## config.mk

```make
export PLATFORM = sky130hd
export DESIGN_NAME = uart_frame_ctrl
export DESIGN_NICKNAME = d
export VERILOG_FILES = /design/src/rtl/uart_frame_ctrl.sv
export SDC_FILE = /design/constraint.sdc
export NUM_CORES = 1
export LEC_CHECK = 0
export CAP_MARGIN = 20
export CORE_UTILIZATION = 35
export CTS_BUF_LIST = sky130_fd_sc_hd__clkbuf_2 sky130_fd_sc_hd__clkbuf_4 sky130_fd_sc_hd__clkbuf_8
export DETAILED_ROUTE_END_ITERATION = 8
export DONT_BUFFER_PORTS = 1
export SYNTH_ARGS = -nofsm -noshare
export SYNTH_HDL_FRONTEND = slang
export SYNTH_SLANG_ARGS = --single-unit
```

## constraint.sdc

```tcl
create_clock -name clk -period 12.1 [get_ports clk]
set_input_delay 1.21 -clock clk [delete_from_list [all_inputs] [get_ports clk]]
set_output_delay 1.21 -clock clk [all_outputs]
set_load 0.005 [all_outputs]
```

## src/rtl/uart_frame_ctrl.sv

```systemverilog
// uart_frame_ctrl: assembles SOF/OPC/A/B/CHK frames from UART bytes, issues one ALU request, returns status + result bytes
// Ports: clk, i_rst (async, active-high); i_rx_data/i_rx_done receive side; o_tx_start/o_tx_data/i_tx_done transmit side;
//        o_op/o_opA/o_opB/o_valid ALU request, i_result combinational ALU result; o_busy, o_err_timeout, o_rx_overrun status.
module uart_frame_ctrl #(
  parameter int NB_DATA = 8,
  parameter int N_BYTES = 2,
  parameter int NB_OP = 6,
  parameter logic [NB_DATA-1:0] SOF = 8'hA5,
  parameter int TIMEOUT_CYC = 1_000_000
) (
  input  logic                       clk,
  input  logic                       i_rst,
  input  logic [NB_DATA-1:0]         i_rx_data,
  input  logic                       i_rx_done,
  input  logic                       i_tx_done,
  output logic                       o_tx_start,
  output logic [NB_DATA-1:0]         o_tx_data,
  output logic [NB_OP-1:0]           o_op,
  output logic [NB_DATA*N_BYTES-1:0] o_opA,
  output logic [NB_DATA*N_BYTES-1:0] o_opB,
  output logic                       o_valid,
  input  logic [NB_DATA*N_BYTES-1:0] i_result,
  output logic                       o_busy,
  output logic                       o_err_timeout,
  output logic                       o_rx_overrun
);
  localparam int W = NB_DATA * N_BYTES;
  localparam int CW = $clog2(N_BYTES + 1);
  localparam int TW = $clog2(TIMEOUT_CYC + 1);
  localparam int RW = (N_BYTES + 1) * NB_DATA;
  typedef enum logic [2:0] {S_IDLE, S_OPC, S_OPA, S_OPB, S_CHK, S_EXEC, S_TX_LOAD, S_TX_WAIT} state_t;
  state_t state_q, state_d;
  logic [NB_OP-1:0] op_q, op_d, sop_q, sop_d;
  logic [W-1:0] opa_q, opa_d, opb_q, opb_d, sa_q, sa_d, sb_q, sb_d;
  logic [NB_DATA-1:0] chk_q, chk_d, st_q, st_d;
  logic opc_bad_q, opc_bad_d;
  logic [CW-1:0] cnt_q, cnt_d;
  logic [TW-1:0] tmo_q, tmo_d;
  logic [RW-1:0] resp_q, resp_d;
  logic in_frame, expired, byte_last, tx_last;
  assign in_frame = state_q inside {S_OPC, S_OPA, S_OPB, S_CHK};
  assign expired = in_frame && !i_rx_done && tmo_q == TW'(TIMEOUT_CYC - 1);
  assign byte_last = cnt_q == CW'(N_BYTES - 1);
  assign tx_last = cnt_q == CW'(N_BYTES);
  assign o_busy = state_q != S_IDLE;
  assign o_tx_start = state_q == S_TX_LOAD;
  assign o_tx_data = resp_q[RW-1 -: NB_DATA];
  assign o_valid = state_q == S_EXEC && st_q == '0;
  assign o_err_timeout = expired;
  assign o_rx_overrun = i_rx_done && state_q inside {S_EXEC, S_TX_LOAD, S_TX_WAIT};
  assign o_op = op_q;
  assign o_opA = opa_q;
  assign o_opB = opb_q;
  always_comb begin
    state_d = state_q;
    op_d = op_q;
    opa_d = opa_q;
    opb_d = opb_q;
    sop_d = sop_q;
    sa_d = sa_q;
    sb_d = sb_q;
    chk_d = chk_q;
    st_d = st_q;
    opc_bad_d = opc_bad_q;
    cnt_d = cnt_q;
    resp_d = resp_q;
    // a byte arriving on the expiry cycle wins: the counter restarts instead of aborting
    tmo_d = (in_frame && !i_rx_done && !expired) ? tmo_q + 1'b1 : '0;
    case (state_q)
      S_IDLE: state_d = (i_rx_done && i_rx_data == SOF) ? S_OPC : S_IDLE;
      S_OPC: if (i_rx_done) begin
        sop_d = i_rx_data[NB_OP-1:0];
        opc_bad_d = (i_rx_data >> NB_OP) != '0;
        chk_d = i_rx_data;
        cnt_d = '0;
        state_d = S_OPA;
      end
      S_OPA: if (i_rx_done) begin
        sa_d = (sa_q << NB_DATA) | W'(i_rx_data);
        chk_d = chk_q ^ i_rx_data;
        cnt_d = byte_last ? '0 : cnt_q + 1'b1;
        state_d = byte_last ? S_OPB : S_OPA;
      end
      S_OPB: if (i_rx_done) begin
        sb_d = (sb_q << NB_DATA) | W'(i_rx_data);
        chk_d = chk_q ^ i_rx_data;
        cnt_d = byte_last ? '0 : cnt_q + 1'b1;
        state_d = byte_last ? S_CHK : S_OPB;
      end
      // operands are assembled in shadow registers so an aborted frame leaves the ALU inputs untouched
      S_CHK: if (i_rx_done) begin
        st_d = (i_rx_data != chk_q) ? NB_DATA'(1) : opc_bad_q ? NB_DATA'(2) : '0;
        op_d = sop_q;
        opa_d = sa_q;
        opb_d = sb_q;
        state_d = S_EXEC;
      end
      S_EXEC: begin
        resp_d = {st_q, (st_q == '0) ? i_result : W'(0)};
        cnt_d = '0;
        state_d = S_TX_LOAD;
      end
      S_TX_LOAD: state_d = S_TX_WAIT;
      S_TX_WAIT: if (i_tx_done) begin
        resp_d = resp_q << NB_DATA;
        cnt_d = tx_last ? '0 : cnt_q + 1'b1;
        state_d = tx_last ? S_IDLE : S_TX_LOAD;
      end
      default: state_d = S_IDLE;
    endcase
    if (expired) state_d = S_IDLE;
  end
  always_ff @(posedge clk or posedge i_rst) begin
    if (i_rst) begin
      state_q <= S_IDLE;
      op_q <= '0;
      opa_q <= '0;
      opb_q <= '0;
      sop_q <= '0;
      sa_q <= '0;
      sb_q <= '0;
      chk_q <= '0;
      st_q <= '0;
      opc_bad_q <= 1'b0;
      cnt_q <= '0;
      tmo_q <= '0;
      resp_q <= '0;
    end else begin
      state_q <= state_d;
      op_q <= op_d;
      opa_q <= opa_d;
      opb_q <= opb_d;
      sop_q <= sop_d;
      sa_q <= sa_d;
      sb_q <= sb_d;
      chk_q <= chk_d;
      st_q <= st_d;
      opc_bad_q <= opc_bad_d;
      cnt_q <= cnt_d;
      tmo_q <= tmo_d;
      resp_q <= resp_d;
    end
  end
endmodule

```

==> results of run 1 <==
==> metal layers <==
metal | global-route usage (%) | routed length (um) | vias up
met1 | 17.3 | 4920 | 1805
met2 | 24.3 | 5800 | 87
met4 | 5.54 | 119 | 0
met5 | 0 | 0 | -
li1 | - | - | 1655
met3 | 6.92 | 1010 | 14
==> state kept, by name, summed over array words and instances, names as in the netlist, 3 cells and up <==
register / flops
resp_q: 24
o_opA: 16
sa_q: 16
sb_q: 16
o_op: 6
chk_q: 8
tmo_q: 20
sop_q: 6
state_q: 3
o_opB: 16
==> cells in the mapped netlist, types with 3 or more instances <==
library cell / instances / area [um2]
sky130_fd_sc_hd__buf_1: 6 / 22.5
sky130_fd_sc_hd__nand4_1: 5 / 31.3
sky130_fd_sc_hd__nor3_1: 5 / 25.0
sky130_fd_sc_hd__nor4_1: 3 / 18.8
sky130_fd_sc_hd__or3_1: 5 / 31.3
sky130_fd_sc_hd__and3_1: 3 / 18.8
sky130_fd_sc_hd__nand3_1: 10 / 50.1
sky130_fd_sc_hd__o31ai_1: 3 / 22.5
sky130_fd_sc_hd__xnor2_1: 13 / 114
sky130_fd_sc_hd__nand2_1: 53 / 199
sky130_fd_sc_hd__inv_1: 8 / 30.0
sky130_fd_sc_hd__mux2_2: 77 / 867
sky130_fd_sc_hd__xor2_1: 15 / 131
sky130_fd_sc_hd__nor2b_1: 7 / 43.8
sky130_fd_sc_hd__clkbuf_1: 15 / 56.3
sky130_fd_sc_hd__dfrtp_1: 136 / 3400
sky130_fd_sc_hd__a21oi_1: 8 / 40.0
sky130_fd_sc_hd__or4_1: 4 / 30.0
sky130_fd_sc_hd__buf_4: 9 / 67.6
sky130_fd_sc_hd__o21ai_0: 28 / 140
sky130_fd_sc_hd__a22oi_1: 9 / 67.6
sky130_fd_sc_hd__nor2_1: 21 / 78.8
sky130_fd_sc_hd__nand3b_1: 3 / 22.5
sky130_fd_sc_hd__a22o_1: 7 / 61.3
==> metrics by stage <==
stage	utilization [%]	area (um2)	setup WS (ps)	hold WS (ps)	power, uW
2_1_floorplan	-	5830	7250	450	1060
3_3_place_gp	37.3	5990	8870	463	1120
3_5_place_dp	37.3	5990	8830	471	1140
4_1_cts	40.0	6420	8330	488	1550
5_1_grt	40.0	6420	8180	506	1630
6_report	40.0	6420	8370	483	1530
==> area by class of cell <==
| class | count | area, um2 |
|---|---|---|
| multi-input combinational | 303 | 2260 |
| clock inverter | 12 | 166 |
| fill | 1546 | 9640 |
| sequential | 136 | 3400 |
| clock buffer | 20 | 263 |
| inverter | 9 | 38.8 |
| timing repair buffer | 3 | 22.5 |
| tap | 216 | 270 |
==> power groups by stage <==
stage / Combinational (uW) / Sequential (uW) / Clock [uW]
2_1_floorplan: 336 / 721 / 0
3_3_place_gp: 347 / 773 / 0
3_5_place_dp: 361 / 783 / 0
4_1_cts: 362 / 775 / 416
5_1_grt: 398 / 801 / 430
6_report: 354 / 772 / 401
==> critical path: stages, from the launching register on <==
cell	delay (ps)
sky130_fd_sc_hd__dfrtp_1	400
sky130_fd_sc_hd__ha_1	290
sky130_fd_sc_hd__inv_1	60
sky130_fd_sc_hd__or4_2	720
sky130_fd_sc_hd__nor3_1	620
==> cell families after synthesis <==
kind of cell,after synthesis,share of synthesized area [%]
mux,79,15.2
fa+ha+maj,1,0.215
simple gates,129,11.2
flops,136,58.4
xor+xnor,28,4.21
buf+inv,41,3.26
compound gates,66,7.45
==> worst paths after layout <==
path	slack [ps]	cells past startpoint	to
worst max-delay path	8370	4	o_err_timeout
worst min-delay path	480	2	resp_q[15]$_DFFE_PP0P_
worst max register to register	9560	3	o_opB[8]$_DFFE_PP0P_
worst min register to register	480	2	resp_q[15]$_DFFE_PP0P_
max in group asynchronous	10060	2	resp_q[12]$_DFFE_PP0P_
min in group asynchronous	690	1	o_op[0]$_DFFE_PP0P_
==> results_tabular.tex, run 1 <==
\begin{tabular}{lr}
\hline
Metric & Value \\
\hline
\multicolumn{2}{l}{\textbf{Critical path}} \\
Required time of the critical path & 10890 ps \\
Critical path origin & tmo\_q[0]\$\_DFF\_PP0\_ \\
Max Fanout on Critical Path & 6 \\
Endpoint kind of the worst setup timing path & primary output \\
Worst Path Arrival & 2520 ps \\
Origin of the critical flop-to-flop path & state\_q[2]\$\_DFFE\_PP0P\_ \\
Category of the worst setup path launch point & flip-flop \\
Kind of critical path & reg2out \\
\multicolumn{2}{l}{\textbf{Layout}} \\
Count of nets after finishing & 499 \\
Signed area change from the synthesized netlist to the final layout & 10.2\% \\
Leading cell type in the layout, fill and taps excluded & sky130\_fd\_sc\_hd\_\_dfrtp\_1 \\
Filler-free cell count of the finished design & 699 \\
Fraction of layout instances using a drive strength above 1 & 25.5\% \\
Most frequent cells in the layout & 136 x sky130\_fd\_sc\_hd\_\_dfrtp\_1, 77 x sky130\_fd\_sc\_hd\_\_mux2\_2, 53 x sky130\_fd\_sc\_hd\_\_nand2\_1 \\
Ant. Diodes & 0 \\
\multicolumn{2}{l}{\textbf{Floorplanning}} \\
Die Footprint & 17200 um2 \\
Initial core utilization & 36.3\% \\
Vertical die dimension & 131 um \\
Overall die width & 131 um \\
Area of the core & 16100 um2 \\
Cell row count & 46 \\
Number of placed I/O pins & 79 \\
\multicolumn{2}{l}{\textbf{Timing}} \\
Post-layout minimum cycle time & 3730 ps \\
Hold violation count in the final report & 0 \\
Period utilisation layout & 30.8\% \\
Final setup fails & 0 \\
Max-slew violations & 0 \\
Tightest Pin Transition & 963 ps \\
Post-Route Setup TNS & 0 ps \\
Skew final & 10.7 ps \\
Achievable frequency & 0.268 GHz \\
RSZ-0062 raised after global routing & false \\
Worst relative slew slack & 35.4\% \\
\multicolumn{2}{l}{\textbf{Synthesis}} \\
Portion of the post-synthesis area used by sequential elements & 58.4\% \\
Total standard cell area after synthesis & 5830 um2 \\
Post-Syn Instances & 480 \\
Synth Net Count & 509 \\
Yosys warning total & 0 \\
Post-synthesis cell type count & 45 \\
Number of synthesized flops with an enable pin & 0 \\
Proportion of register bits with asynchronous set or reset after synthesis & 100\% \\
Primary FF master, synth & sky130\_fd\_sc\_hd\_\_dfrtp\_1 \\
Number of storage elements in the synthesis netlist & 136 \\
Avg Cell Area, Syn & 12.1 um2 \\
\multicolumn{2}{l}{\textbf{Global routing}} \\
Wire length of the first global-routing pass & 19000 um \\
Overall fraction of global-route tracks in use & 15.0\% \\
Vias in the first global route & 3642 \\
Total grt overflow & 0 \\
Maximum number of pins on one net before global-route repair & 72 \\
Initial antenna violation count & 0 \\
\multicolumn{2}{l}{\textbf{Power}} \\
Switching power of the nets & 488 uW \\
Leakage & 0.00272 uW \\
Power density over cell area & 238 nW/um2 \\
Proportion of power drawn by flip-flops and latches & 50.6\% \\
Maximum vdd ir drop & 0.000125 V \\
Comb pwr share & 23.2\% \\
Int Pwr & 1040 uW \\
Part of the total power dissipated in the clock network & 26.3\% \\
Switching part of the total power & 32.0\% \\
\multicolumn{2}{l}{\textbf{Flow run}} \\
Number of max-cap violations & 0 \\
\multicolumn{2}{l}{\textbf{Clock network}} \\
Clock edge transition at the registers on the reported setup and hold paths & 70 ps \\
H-tree levels & 4 \\
Number of buffers added for setup after CTS & 0 \\
Clock tree from TritonCTS & built \\
Buffer levels on the longest clock path & 2 \\
CTS Buf Count & 17 \\
Post-CTS resize count & 0 \\
Clock root buffer & sky130\_fd\_sc\_hd\_\_clkbuf\_8 \\
Number of clock sinks seen by CTS & 136 \\
Worst-Skew Late Latency & 440 ps \\
Number of buffers added to fix hold violations after cts & 0 \\
\multicolumn{2}{l}{\textbf{Route}} \\
TritonRoute pass-1 iters & 4 \\
Number of routed nets with antenna violations & 0 \\
First DRT Iteration DRCs & 248 \\
DR WL/cell & 16.9 um \\
Via density per instance & 5.09 \\
Via count & 3561 \\
Post-route DRC violation count & 0 \\
Total detailed-routing wirelength & 11800 um \\
\multicolumn{2}{l}{\textbf{Placed design}} \\
Placed wire-length estimate & 7910 um \\
Final GP Congestion & 0.785 \\
Placed instance count & 667 \\
Count of port buffers added during placement & 0 \\
\multicolumn{2}{l}{\textbf{Hold path}} \\
Path class of the lowest-slack min-delay path & reg2reg \\
Launch instance of the worst min-delay path & resp\_q[15]\$\_DFFE\_PP0P\_ \\
\multicolumn{2}{l}{\textbf{Status}} \\
Outcome & complete, no violations \\
\hline
\end{tabular}
Note: power is estimated with default switching activity, not from simulation.
==> inputs of run 2 (changes only) <==
Clock period 12.1 ns to 3.1 ns, I/O delays scaled along.
==> run 2 against run 1 <==
Against the previous run: critical path depth rose by 1; via count rose by 0.65%; clock skew rose by 3.3 ps; global-route usage rose by 0.57 points; worst setup slack got worse by 8100 ps; cell count rose by 2.9%; register-to-register slack got worse by 8800 ps; critical path type unchanged; largest power group unchanged.
==> results_tabular.tex, run 2 (synthesis gave the netlist of run 1 again) <==
\begin{tabular}{lr}
\hline
Metric & Value \\
\hline
\multicolumn{2}{l}{\textbf{Status}} \\
Outcome & complete, no violations \\
\multicolumn{2}{l}{\textbf{Layout}} \\
Final std cell area, no fill & 6590 um2 (+2.7\%) \\
Signed area change from the synthesized netlist to the final layout & 13.2\% \\
Fraction of layout instances using a drive strength above 1 & 25.0\% (-0.42 points) \\
Ant. Diodes & 0 (unchanged) \\
Count of nets after finishing & 520 (+4.2\%) \\
Most frequent cells in the layout & 136 x sky130\_fd\_sc\_hd\_\_dfrtp\_1, 77 x sky130\_fd\_sc\_hd\_\_mux2\_2, 53 x sky130\_fd\_sc\_hd\_\_nand2\_1 \\
Leading cell type in the layout, fill and taps excluded & sky130\_fd\_sc\_hd\_\_dfrtp\_1 \\
Largest registers ranked by flip-flop count & resp\_q x24, tmo\_q x20 \\
Number of flip-flops in the largest register & 24 (unchanged) \\
Register name with the most flops & resp\_q \\
\multicolumn{2}{l}{\textbf{Placed design}} \\
Count of port buffers added during placement & 0 (unchanged) \\
Post-Place Worst Slack & 602 ps (-8230 ps) \\
Post-detailed-placement cell area & 6020 um2 (+0.56\%) \\
Placed wire-length estimate & 7770 um (-1.8\%) \\
Final GP Congestion & 0.776 (-1.1\%) \\
\multicolumn{2}{l}{\textbf{Route}} \\
Post-route DRC violation count & 0 (unchanged) \\
Via density per instance & 4.98 (-2.2\%) \\
Total detailed-routing wirelength & 12400 um (+4.8\%) \\
Via count & 3584 (+0.65\%) \\
Number of routed nets with antenna violations & 0 (unchanged) \\
First DRT Iteration DRCs & 125 (-50\%) \\
DR WL/cell & 17.3 um (+1.8\%) \\
TritonRoute pass-1 iters & 5 (+1) \\
\multicolumn{2}{l}{\textbf{Timing}} \\
Final setup fails & 0 (unchanged) \\
Post-Route Setup TNS & 0 ps (unchanged) \\
Hold violation count in the final report & 0 (unchanged) \\
Worst Setup Slack, final & 299 ps (-8070 ps) \\
RSZ-0062 raised after global routing & false \\
Achievable frequency & 0.357 GHz \\
Max-slew violations & 0 (unchanged) \\
Worst relative slew slack & 39.1\% (+3.6 points) \\
Post-layout minimum cycle time & 2800 ps \\
Period utilisation layout & 90.4\% \\
Skew final & 14.0 ps (+3.32 ps) \\
Tightest Pin Transition & 909 ps (-53.9 ps) \\
\multicolumn{2}{l}{\textbf{Hold path}} \\
Path class of the lowest-slack min-delay path & in2reg \\
Worst hold path cell count & 2 (unchanged) \\
Launch instance of the worst min-delay path & i\_rx\_data[7] \\
\multicolumn{2}{l}{\textbf{Critical path}} \\
Category of the worst setup path launch point & flip-flop \\
Max Fanout on Critical Path & 6 (unchanged) \\
Critical path origin & tmo\_q[0]\$\_DFF\_PP0\_ \\
Worst Path Arrival & 2490 ps (-30 ps) \\
Worst R2R Path Depth & 4 (+1) \\
Origin of the critical flop-to-flop path & state\_q[2]\$\_DFFE\_PP0P\_ \\
Endpoint kind of the worst setup timing path & primary output \\
Kind of critical path & reg2out \\
Required time of the critical path & 2790 ps (-8100 ps) \\
\multicolumn{2}{l}{\textbf{Floorplanning}} \\
Cell row count & 46 (unchanged) \\
Number of placed I/O pins & 79 (unchanged) \\
Die Footprint & 17200 um2 (unchanged) \\
Vertical die dimension & 131 um (unchanged) \\
Area of the core & 16100 um2 (unchanged) \\
Initial core utilization & 36.3\% (unchanged) \\
Overall die width & 131 um (unchanged) \\
\multicolumn{2}{l}{\textbf{Clock network}} \\
Clock root buffer & sky130\_fd\_sc\_hd\_\_clkbuf\_8 \\
Number of clock sinks seen by CTS & 136 (unchanged) \\
Clock edge transition at the registers on the reported setup and hold paths & 70 ps (about the same) \\
CTS Buf Count & 17 (unchanged) \\
Clock tree from TritonCTS & built \\
H-tree levels & 4 (unchanged) \\
Buffer levels on the longest clock path & 2 (unchanged) \\
Worst-Skew Late Latency & 430 ps (about the same) \\
Number of buffers added for setup after CTS & 0 (unchanged) \\
\multicolumn{2}{l}{\textbf{Global routing}} \\
Initial antenna violation count & 0 (unchanged) \\
Maximum number of pins on one net before global-route repair & 137 (+90\%) \\
Overall fraction of global-route tracks in use & 15.5\% (+0.57 points) \\
Vias in the first global route & 3681 (+1.1\%) \\
Wire length of the first global-routing pass & 19500 um (+2.8\%) \\
Total grt overflow & 0 (unchanged) \\
\multicolumn{2}{l}{\textbf{Power}} \\
Leakage & 0.00279 uW (+2.5\%) \\
Power density over cell area & 885 nW/um2 (+270\%) \\
Maximum vdd ir drop & 0.000425 V (+240\%) \\
\multicolumn{2}{l}{\textbf{Flow run}} \\
Number of max-cap violations & 0 (unchanged) \\
\hline
\end{tabular}
## run 2: cell types whose count changed in the layout (fill, tap and decap cells not counted)
cell	delta
sky130_fd_sc_hd__dlygate4sd3_1	+18
sky130_fd_sc_hd__inv_6	-5
sky130_fd_sc_hd__buf_4	+2
sky130_fd_sc_hd__clkinv_2	+2
sky130_fd_sc_hd__clkinvlp_4	+2
sky130_fd_sc_hd__buf_12	+1
sky130_fd_sc_hd__bufinv_16	-1
sky130_fd_sc_hd__clkbuf_4	+1
sky130_fd_sc_hd__clkbuf_8	-1
sky130_fd_sc_hd__clkinv_4	+1
sky130_fd_sc_hd__nor3_1	-1
sky130_fd_sc_hd__nor3_2	+1
## run 2: final timing paths
check	to	slack (ps)
max	o_err_timeout	300
min	opc_bad_q$_DFFE_PP0P_	60
max reg2reg	resp_q[10]$_DFFE_PP0P_	790
min reg2reg	resp_q[14]$_DFFE_PP0P_	480
max in group asynchronous	tmo_q[0]$_DFF_PP0_	1970
min in group asynchronous	o_op[0]$_DFFE_PP0P_	500
## run 2: final cells by class
cell class | instances | area (um2)
clock inverters | 11 | 128
clock buffers | 20 | 256
inverters | 9 | 37.5
multi-input cells | 303 | 2260
flip-flops and latches | 136 | 3400
repair buffers | 24 | 238
fillers | 1501 | 9460
well taps | 216 | 270
## run 2: metrics by stage
stage / hold WS [ps] / util, % / power, uW / cells
final: 58.9 / 41.1 / 5840 / 719
after global routing: 56.8 / 41.1 / 6250 / 719
after CTS: 6.00 / 41.0 / 5940 / 719
after detailed placement: 426 / 37.5 / 4480 / 670
after global placement: 425 / 37.5 / 4370 / 670
after floorplan: 417 / - / 4120 / 480
## run 2: what timing repair did
| item | CTS | global route |
|---|---|---|
| resized for setup | 0 | 1 |
| hold buffers | 18 | 0 |
| endpoints found under the hold margin | 175 | 0 |
| setup endpoints to repair | 0 | 1 |
## run 2: power breakdown
part / switching [uW] / internal [uW] / total, uW
clock: 668 / 737 / 1400
sequential: 556 / 2470 / 3020
combinational: 653 / 759 / 1410
## run 2: worst max-delay path, stage by stage, from the launching register on
cell and delay (ps):
sky130_fd_sc_hd__dfrtp_1 410, sky130_fd_sc_hd__ha_1 300, sky130_fd_sc_hd__inv_1 50, sky130_fd_sc_hd__or4_2 730, sky130_fd_sc_hd__nor3_2 390, sky130_fd_sc_hd__buf_4 190
## run 2: per-layer routing
| layer | GRT usage (%) | vias up | routed length [um] |
|---|---|---|---|
| li1 | - | 1708 | - |
| met1 | 18.5 | 1792 | 5260 |
| met2 | 24.6 | 78 | 6000 |
| met3 | 7.29 | 6 | 1080 |
| met4 | 5.48 | 0 | 62 |
| met5 | 0 | - | 0 |
==> inputs of run 3 (changes only) <==
Settings changed: CELL_PAD_IN_SITES_DETAIL_PLACEMENT set to 0, CELL_PAD_IN_SITES_GLOBAL_PLACEMENT set to 1, PLACE_DENSITY_LB_ADDON set to 0.1.
==> run 3 against run 2 <==
Against the previous run: combinational power hardly changed; total power is 2.6% higher; die area unchanged; utilization up 0.60 points; flip-flop and latch count is the same; cell count grew 0.70%; first-iteration DRC count up 8.8%; count of clock-buffer cells in the layout did not move; clock power is 11% higher; largest cell class unchanged.
==> results_tabular.tex, run 3 (synthesis gave the netlist of run 1 again) <==
\begin{tabular}{lr}
\hline
Metric & Value \\
\hline
\multicolumn{2}{l}{\textbf{Route}} \\
TritonRoute pass-1 iters & 4 (-1) \\
Post-route met1 wirelength & 5540 um (+5.3\%) \\
Uppermost signal routing layer after detailed routing & met4 \\
Met2 layer wire length in the routed design & 6000 um (about the same) \\
Total detailed-routing wirelength & 12300 um (-0.51\%) \\
Via density per instance & 4.93 (-1.1\%) \\
First DRT Iteration DRCs & 136 (+8.8\%) \\
DR WL/cell & 17.0 um (-1.2\%) \\
Post-route DRC violation count & 0 (unchanged) \\
Met3 routed WL & 643 um (-40\%) \\
Number of routed nets with antenna violations & 0 (unchanged) \\
Via count & 3569 (-0.42\%) \\
\multicolumn{2}{l}{\textbf{Hold path}} \\
Launch instance of the worst min-delay path & i\_rx\_data[7] \\
Hold path endpoint & opc\_bad\_q\$\_DFFE\_PP0P\_ \\
Path class of the lowest-slack min-delay path & in2reg \\
Worst hold path cell count & 2 (unchanged) \\
\multicolumn{2}{l}{\textbf{Timing}} \\
WHS & 48.5 ps (-10.4 ps) \\
Worst Setup Slack, final & 347 ps (+48.6 ps) \\
Hold violation count in the final report & 0 (unchanged) \\
Skew final & 13.4 ps (-0.597 ps) \\
Period utilisation layout & 88.8\% (-1.6 points) \\
Tightest Pin Transition & 964 ps (+55.2 ps) \\
Max-slew violations & 0 (unchanged) \\
Worst relative slew slack & 35.4\% (-3.7 points) \\
Final setup fails & 0 (unchanged) \\
Post-layout minimum cycle time & 2750 ps (-48.6 ps) \\
Achievable frequency & 0.363 GHz (+1.8\%) \\
RSZ-0062 raised after global routing & false \\
Post-Route Setup TNS & 0 ps (unchanged) \\
\multicolumn{2}{l}{\textbf{Critical path}} \\
Worst flop-to-flop path endpoint & tmo\_q[5]\$\_DFF\_PP0\_ \\
R2R setup slack & 870 ps (+80 ps) \\
Count of buffer and inverter cells on the critical path & 2 (unchanged) \\
Origin of the critical flop-to-flop path & tmo\_q[0]\$\_DFF\_PP0\_ \\
Slowest cell on crit path & sky130\_fd\_sc\_hd\_\_or4\_2 \\
Kind of critical path & reg2out \\
Worst R2R Path Depth & 5 (+1) \\
Endpoint kind of the worst setup timing path & primary output \\
CP delay by family, top & simple AND/OR/NAND/NOR gates \\
Critical-path cell list & ha\_1, inv\_1, or4\_2, nor3\_2, buf\_4 \\
Worst Path Arrival & 2440 ps (-50 ps) \\
Category of the worst setup path launch point & flip-flop \\
Required time of the critical path & 2790 ps (about the same) \\
Max Fanout on Critical Path & 6 (unchanged) \\
Largest incremental delay on the critical path & 730 ps (about the same) \\
\multicolumn{2}{l}{\textbf{Placed design}} \\
Post-Place Worst Slack & 598 ps (-3.34 ps) \\
Count of port buffers added during placement & 0 (unchanged) \\
Final GP Congestion & 0.712 (-8.2\%) \\
Placed wire-length estimate & 7740 um (-0.41\%) \\
\multicolumn{2}{l}{\textbf{Layout}} \\
Largest registers ranked by flip-flop count & resp\_q x24, tmo\_q x20 \\
Ant. Diodes & 0 (unchanged) \\
Register name with the most flops & resp\_q \\
Combined area of the multi-input logic cells & 2260 um2 (unchanged) \\
Fin util & 41.7\% (+0.60 points) \\
Leading cell type in the layout, fill and taps excluded & sky130\_fd\_sc\_hd\_\_dfrtp\_1 \\
Number of flip-flops in the largest register & 24 (unchanged) \\
Area taken by flip-flops and latches & 3400 um2 (unchanged) \\
Count of nets after finishing & 524 (+0.77\%) \\
Fillers & 1551 (+3.3\%) \\
Signed area change from the synthesized netlist to the final layout & 14.8\% \\
Most frequent cells in the layout & 136 x sky130\_fd\_sc\_hd\_\_dfrtp\_1, 77 x sky130\_fd\_sc\_hd\_\_mux2\_2, 53 x sky130\_fd\_sc\_hd\_\_nand2\_1 \\
Fraction of layout instances using a drive strength above 1 & 25.8\% (+0.74 points) \\
\multicolumn{2}{l}{\textbf{Floorplanning}} \\
Initial core utilization & 36.3\% (unchanged) \\
Number of placed I/O pins & 79 (unchanged) \\
Area of the core & 16100 um2 (unchanged) \\
Vertical die dimension & 131 um (unchanged) \\
Cell row count & 46 (unchanged) \\
Overall die width & 131 um (unchanged) \\
Die Footprint & 17200 um2 (unchanged) \\
\multicolumn{2}{l}{\textbf{Global routing}} \\
Initial antenna violation count & 0 (unchanged) \\
Overall fraction of global-route tracks in use & 15.6\% (+0.056 points) \\
Maximum number of pins on one net before global-route repair & 50 (-64\%) \\
Total grt overflow & 0 (unchanged) \\
Wire length of the first global-routing pass & 19700 um (+0.99\%) \\
Vias in the first global route & 3710 (+0.79\%) \\
\multicolumn{2}{l}{\textbf{Clock network}} \\
Number of buffers added for setup after CTS & 0 (unchanged) \\
Clock tree from TritonCTS & built \\
CTS Buf Count & 17 (unchanged) \\
Number of clock sinks seen by CTS & 136 (unchanged) \\
Buffer levels on the longest clock path & 2 (unchanged) \\
Worst-Skew Late Latency & 440 ps (about the same) \\
Clock edge transition at the registers on the reported setup and hold paths & 70 ps (about the same) \\
Clock root buffer & sky130\_fd\_sc\_hd\_\_clkbuf\_8 \\
H-tree levels & 4 (unchanged) \\
\multicolumn{2}{l}{\textbf{Status}} \\
Outcome & complete, no violations \\
\multicolumn{2}{l}{\textbf{Power}} \\
Int Pwr & 4090 uW (+3.3\%) \\
Proportion of power drawn by flip-flops and latches & 50.1\% (-1.7 points) \\
Total power & 5990 uW (+2.6\%) \\
Power density over cell area & 896 nW/um2 (+1.1\%) \\
Switching power of the nets & 1900 uW (+1.2\%) \\
Switching part of the total power & 31.7\% (-0.46 points) \\
Maximum vdd ir drop & 0.000334 V (-21\%) \\
Leakage & 0.00284 uW (+1.8\%) \\
Comb pwr share & 23.9\% (-0.3 points) \\
Part of the total power dissipated in the clock network & 26.0\% (+1.9 points) \\
\multicolumn{2}{l}{\textbf{Flow run}} \\
Number of max-cap violations & 0 (unchanged) \\
\hline
\end{tabular}
run 3: metrics by stage:
stage | instance area, um2 | std cells
3_5_place_dp | 6060 | 673
2_1_floorplan | 5830 | 480
5_1_grt | 6690 | 724
3_3_place_gp | 6060 | 673
4_1_cts | 6670 | 723
6_report | 6690 | 724
run 3: worst reg2reg max path, stage by stage (launching register included):
cell	delay, ps
sky130_fd_sc_hd__dfrtp_1	410
sky130_fd_sc_hd__ha_1	310
sky130_fd_sc_hd__inv_1	60
sky130_fd_sc_hd__or4_2	730
sky130_fd_sc_hd__o21bai_4	470
sky130_fd_sc_hd__nor2_1	110
run 3: layout make-up:
cell class                      instances  share of cell area, %
Clock buffer                           20                   3.93
Clock inverter                         12                   2.43
Inverter                                9                  0.561
Multi-Input combinational cell        303                   33.8
Sequential cell                       136                   50.9
Tap cell                              216                   4.04
Timing Repair Buffer                   28                   4.38
run 3: repair_timing:
action                     in CTS  in global routing
hold endpoints to repair       80                  0
hold buffers                   18                  0
gates resized for setup         0                  1
setup endpoints to repair       0                  1
run 3: power by group through the flow:
stage | clock network (uW) | registers [uW] | logic, uW
2_1_floorplan | 0 | 2810 | 1310
3_3_place_gp | 0 | 3030 | 1400
3_5_place_dp | 0 | 3050 | 1430
4_1_cts | 1610 | 3020 | 1460
5_1_grt | 1680 | 3120 | 1620
6_report | 1560 | 3000 | 1430
run 3: worst max path at each step:
stage                          to  depth (start not counted)               start
finish              o_err_timeout                          5  tmo_q[0]$_DFF_PP0_
detailed placement  o_err_timeout                          5  tmo_q[0]$_DFF_PP0_
global placement    o_err_timeout                          5  tmo_q[0]$_DFF_PP0_
CTS                 o_err_timeout                          5  tmo_q[0]$_DFF_PP0_
floorplan           o_err_timeout                          4  tmo_q[0]$_DFF_PP0_
global route        o_err_timeout                          5  tmo_q[0]$_DFF_PP0_
run 3: per-layer routing:
| metal | vias up | GRT usage (%) |
|---|---|---|
| met3 | 12 | 5.01 |
| met5 | - | 0 |
| met2 | 64 | 24.7 |
| met1 | 1780 | 19.5 |
| met4 | 0 | 6.69 |
| li1 | 1713 | - |
